$ cat config.mk
export PLATFORM = sky130hd
export DESIGN_NAME = restoring_divider
export DESIGN_NICKNAME = d
export VERILOG_FILES = /design/src/rtl/restoring_divider.sv
export SDC_FILE = /design/constraint.sdc
export NUM_CORES = 1
export LEC_CHECK = 0
export CORE_MARGIN = 2
export CORE_UTILIZATION = 51
export CTS_CLUSTER_SIZE = 12
export DETAILED_ROUTE_END_ITERATION = 16
export PLACE_DENSITY_LB_ADDON = 0.05
export SLEW_MARGIN = 5
export SYNTH_ARGS = -nofsm -noshare
export SYNTH_HDL_FRONTEND = slang
export SYNTH_SLANG_ARGS = --single-unit
$ cat constraint.sdc
create_clock -name clk -period 2.7 [get_ports clk]
set_input_delay 0.54 -clock clk [delete_from_list [all_inputs] [get_ports clk]]
set_output_delay 0.54 -clock clk [all_outputs]
set_load 0.02 [all_outputs]
$ cat src/rtl/restoring_divider.sv
// Iterative unsigned restoring divider: one quotient bit per clock, start/done handshake.
// Divide by zero finishes immediately with an all-ones quotient and the dividend as remainder.
module restoring_divider #(
  parameter int WIDTH = 4
) (
  input  logic             clk,
  input  logic             rst_n,
  input  logic             start,
  input  logic [WIDTH-1:0] Dividend,
  input  logic [WIDTH-1:0] Divisor,
  output logic             busy,
  output logic             done,
  output logic [WIDTH-1:0] Quotient,
  output logic [WIDTH-1:0] Remainder,
  output logic             div_by_zero
);

  localparam int CW = $clog2(WIDTH);

  typedef enum logic [1:0] {
    IDLE = 2'd0,
    RUN  = 2'd1,
    DONE = 2'd2
  } state_t;

  state_t           state_reg, state_next;
  logic [WIDTH-1:0] d_reg, d_next;
  logic [WIDTH-1:0] v_reg, v_next;
  logic [WIDTH:0]   p_reg, p_next;
  logic [CW-1:0]    cnt_reg, cnt_next;
  logic [WIDTH-1:0] quotient_reg, quotient_next;
  logic [WIDTH-1:0] remainder_reg, remainder_next;
  logic             dbz_reg, dbz_next;

  logic [WIDTH:0]   shifted_rem;
  logic [WIDTH:0]   trial;
  logic             q_bit;
  logic [WIDTH-1:0] d_shift;
  logic [WIDTH:0]   p_step;

  // One restoring step: the trial subtraction's sign bit decides keep-or-restore.
  always_comb begin
    shifted_rem = {p_reg[WIDTH-1:0], d_reg[WIDTH-1]};
    trial       = shifted_rem - {1'b0, v_reg};
    q_bit       = ~trial[WIDTH];
    d_shift     = {d_reg[WIDTH-2:0], q_bit};
    p_step      = q_bit ? trial : shifted_rem;
  end

  always_comb begin
    state_next     = state_reg;
    d_next         = d_reg;
    v_next         = v_reg;
    p_next         = p_reg;
    cnt_next       = cnt_reg;
    quotient_next  = quotient_reg;
    remainder_next = remainder_reg;
    dbz_next       = dbz_reg;
    case (state_reg)
      IDLE: begin
        if (start) begin
          d_next   = Dividend;
          v_next   = Divisor;
          p_next   = '0;
          cnt_next = '0;
          if (Divisor == '0) begin
            state_next     = DONE;
            quotient_next  = '1;
            remainder_next = Dividend;
            dbz_next       = 1'b1;
          end else begin
            state_next = RUN;
            dbz_next   = 1'b0;
          end
        end
      end
      RUN: begin
        d_next   = d_shift;
        p_next   = p_step;
        cnt_next = cnt_reg + 1'b1;
        if (cnt_reg == CW'(WIDTH - 1)) begin
          quotient_next  = d_shift;
          remainder_next = p_step[WIDTH-1:0];
          state_next     = DONE;
        end
      end
      DONE: state_next = IDLE;
      default: state_next = IDLE;
    endcase
  end

  always_ff @(posedge clk) begin
    if (!rst_n) begin
      state_reg     <= IDLE;
      d_reg         <= '0;
      v_reg         <= '0;
      p_reg         <= '0;
      cnt_reg       <= '0;
      quotient_reg  <= '0;
      remainder_reg <= '0;
      dbz_reg       <= 1'b0;
    end else begin
      state_reg     <= state_next;
      d_reg         <= d_next;
      v_reg         <= v_next;
      p_reg         <= p_next;
      cnt_reg       <= cnt_next;
      quotient_reg  <= quotient_next;
      remainder_reg <= remainder_next;
      dbz_reg       <= dbz_next;
    end
  end

  assign busy        = (state_reg == RUN);
  assign done        = (state_reg == DONE);
  assign Quotient    = quotient_reg;
  assign Remainder   = remainder_reg;
  assign div_by_zero = dbz_reg;

endmodule
==> results_dict.tcl <==
set metrics [dict create \
    synth-xor-area-share_pct 2.95 \
    fill_cells 206 \
    final_cell_area_um2 1480 \
    grt_max_degree 26 \
    first_pass_iters 4 \
    cp_max_fo 9 \
    worstMarginPinSlew_ns 0.799 \
    dr_wl_met3_um 67 \
    die_area_um2 2820 \
    hold_violations 0 \
    synth_compound_area_share_pct 21.7 \
    syn_nets 151 \
    synth_ff_type "dfxtp_1" \
    muxShareOfSynthArea_pct 1.73 \
    wirelength_um 2450 \
    dpl.hpwl_um 1850 \
    max-slew-margin-rel_pct 46.5 \
    leakage_uw 0.000601 \
    syn-instance-count 134 \
    status "complete, no violations" \
    synth-simple-area-share_pct 20.8 \
    drive_above_1_share_pct 8.97 \
    antenna_found_initial 0 \
    initial_core_util_pct 54.5 \
    ys_warn_count 0 \
    area_delta_synth_final_pct 20.5 \
    worst_ep_arrival_time_ns 1.84 \
    min_delay_path_depth 2 \
    first_iter_violations 10 \
    crit_type "reg -> out" \
    final_cell_mix "25 x dfxtp_1, 21 x clkdlybuf4s50_1, 14 x nand2_1" \
    slew_viol_final 0 \
    routedWlPerCell_um 13.3 \
    io_buffer_count 21 \
    drc 0 \
    tritoncts "built" \
    post-route-min-period_ns 2.38 \
    htreeDepth 1 \
    fp.coreArea_um2 2250 \
    routed.top_layer "met4" \
    numCtsBuffers 3 \
    overflow 0 \
    viasPerCell 5.41 \
    grt_usage_pct 19.3 \
    postCtsSetupBuffers 0 \
    cts_resized 0 \
    gp_congestion 0.761 \
    synthArstFlopShare_pct 0 \
    avgSynthCellArea_um2 9.17 \
    hp-class "reg -> reg" \
    maxCapViolations 0 \
    grt_pass1_wl_um 4050 \
    cts.clk_slew.worst_paths_ns 0.13 \
    die_height_um 53.1 \
    ys_seq_area_share_pct 40.7 \
    p_per_area_nw_per_um2 583 \
    tns_ns 0 \
    end_kind "output port" \
    antenna_cells 0 \
    ioPinCount 22 \
    root_buffer "clkbuf_4" \
    syn_area_um2 1230 \
    antenna_left 0 \
    worst_setup_path_start_kind "register" \
    synth_fa_ha_area_share_pct 6.72 \
    first_global_vias 933 \
    die_w_um 53.1 \
    met1Wirelength_um 1210 \
    final_common_cell "dfxtp_1" \
    ir_drop_v 0.000368 \
    required_ns 2.16 \
    synth_top_family_by_area "compound AO/OA/AOI/OAI gates" \
    cts_buffer_depth 2 \
    fmax_mhz 420 \
    synthDistinctLibCells 37 \
    vias 996 \
    synth-seq-cells 25 \
    period_share_pct 88.3 \
    rows 17 \
    worstRegToRegCells 9 \
    rsz0062_at_grt "false" \
    finClkSkew_ns 0.00396 \
    hold_buffers 0 \
    routed-wl-met2_um 1170 \
    nets 174 \
    setup_viol 0 \
    insertion_delay_ns 0.31 \
    synth_edf_count 0 \
    dpl_cell_area_um2 1450 \
    cts_sinks 25 \
]
==> critical path: stages, from the launching register on <==
cell and delay, ns:
dfxtp_1 0.55, nand2b_1 0.25, inv_1 0.12, clkdlybuf4s50_1 0.61
==> where the power goes <==
group | internal [µW] | switching [µW]
Clock | 55.2 | 104
Sequential | 404 | 27.8
Combinational | 123 | 148
Total | 582 | 280
==> layout make-up <==
type                       count  area, µm²  area share, %
tap                           28       35.0           2.37
clock buffer                   3       22.5           1.52
sequential                    25        500           33.8
multi-input combinational     97        662           44.7
timing repair buffer          24        233           15.7
inverter                       6       22.5           1.52
clock inverter                 1       5.00          0.338
==> logic make-up (layout without fill, tap and decap cells) <==
family,count (synthesis),in the layout
and+or+nand+nor,48,48
muxes,2,2
buffers and inverters,12,34
adders and majority gates,6,6
AOI/OAI and AO/OA,39,39
xor gates and xnor gates,2,2
DFF,25,25
==> final timing paths <==
check | startpoint | endpoint | slack (ns)
worst max-delay path | state_reg[0] | busy | 0.32
worst min-delay path | p_reg[1] | p_reg[1] | 0.51
worst min register to register | p_reg[1] | p_reg[1] | 0.51
worst max register to register | d_reg[3] | Remainder[3] | 0.37
==> per-stage QoR <==
stage	utilization [%]	total power (µW)	worst slack, ns	cells	hold slack [ns]
after CTS	65.6	870	0.306	184	0.517
after detailed placement	64.4	710	0.291	180	0.497
after floorplan	-	628	0.559	134	0.456
final	65.6	862	0.316	184	0.511
after global placement	64.4	705	0.310	180	0.484
after global routing	65.6	918	0.213	184	0.543
==> metal layers <==
| metal | vias up | global-route usage (%) |
|---|---|---|
| li1 | 507 | - |
| met1 | 472 | 25.8 |
| met2 | 15 | 32.7 |
| met3 | 2 | 3.39 |
| met4 | 0 | 3.85 |
| met5 | - | 0 |
==> cell usage after synthesis, types with 2 or more instances <==
cell type  number  share of area (%)
dfxtp_1        25                 41
nand2_1        14                4.3
and2_1          2                1.0
inv_1           6                1.8
nand3b_1        3                1.8
a22oi_1         2                1.2
a21oi_1         8                3.3
o211a_1         4                3.3
a31oi_1         5                2.5
ha_1            5                5.1
buf_2           2               0.81
nor2_1         13                4.0
buf_6           2                1.8
a21boi_0        3                1.8
nand2b_1        4                2.0
o21ai_0         9                3.7
nor2b_1         6                3.1
o211ai_1        2                1.2
(Power assumes the default switching activity.)
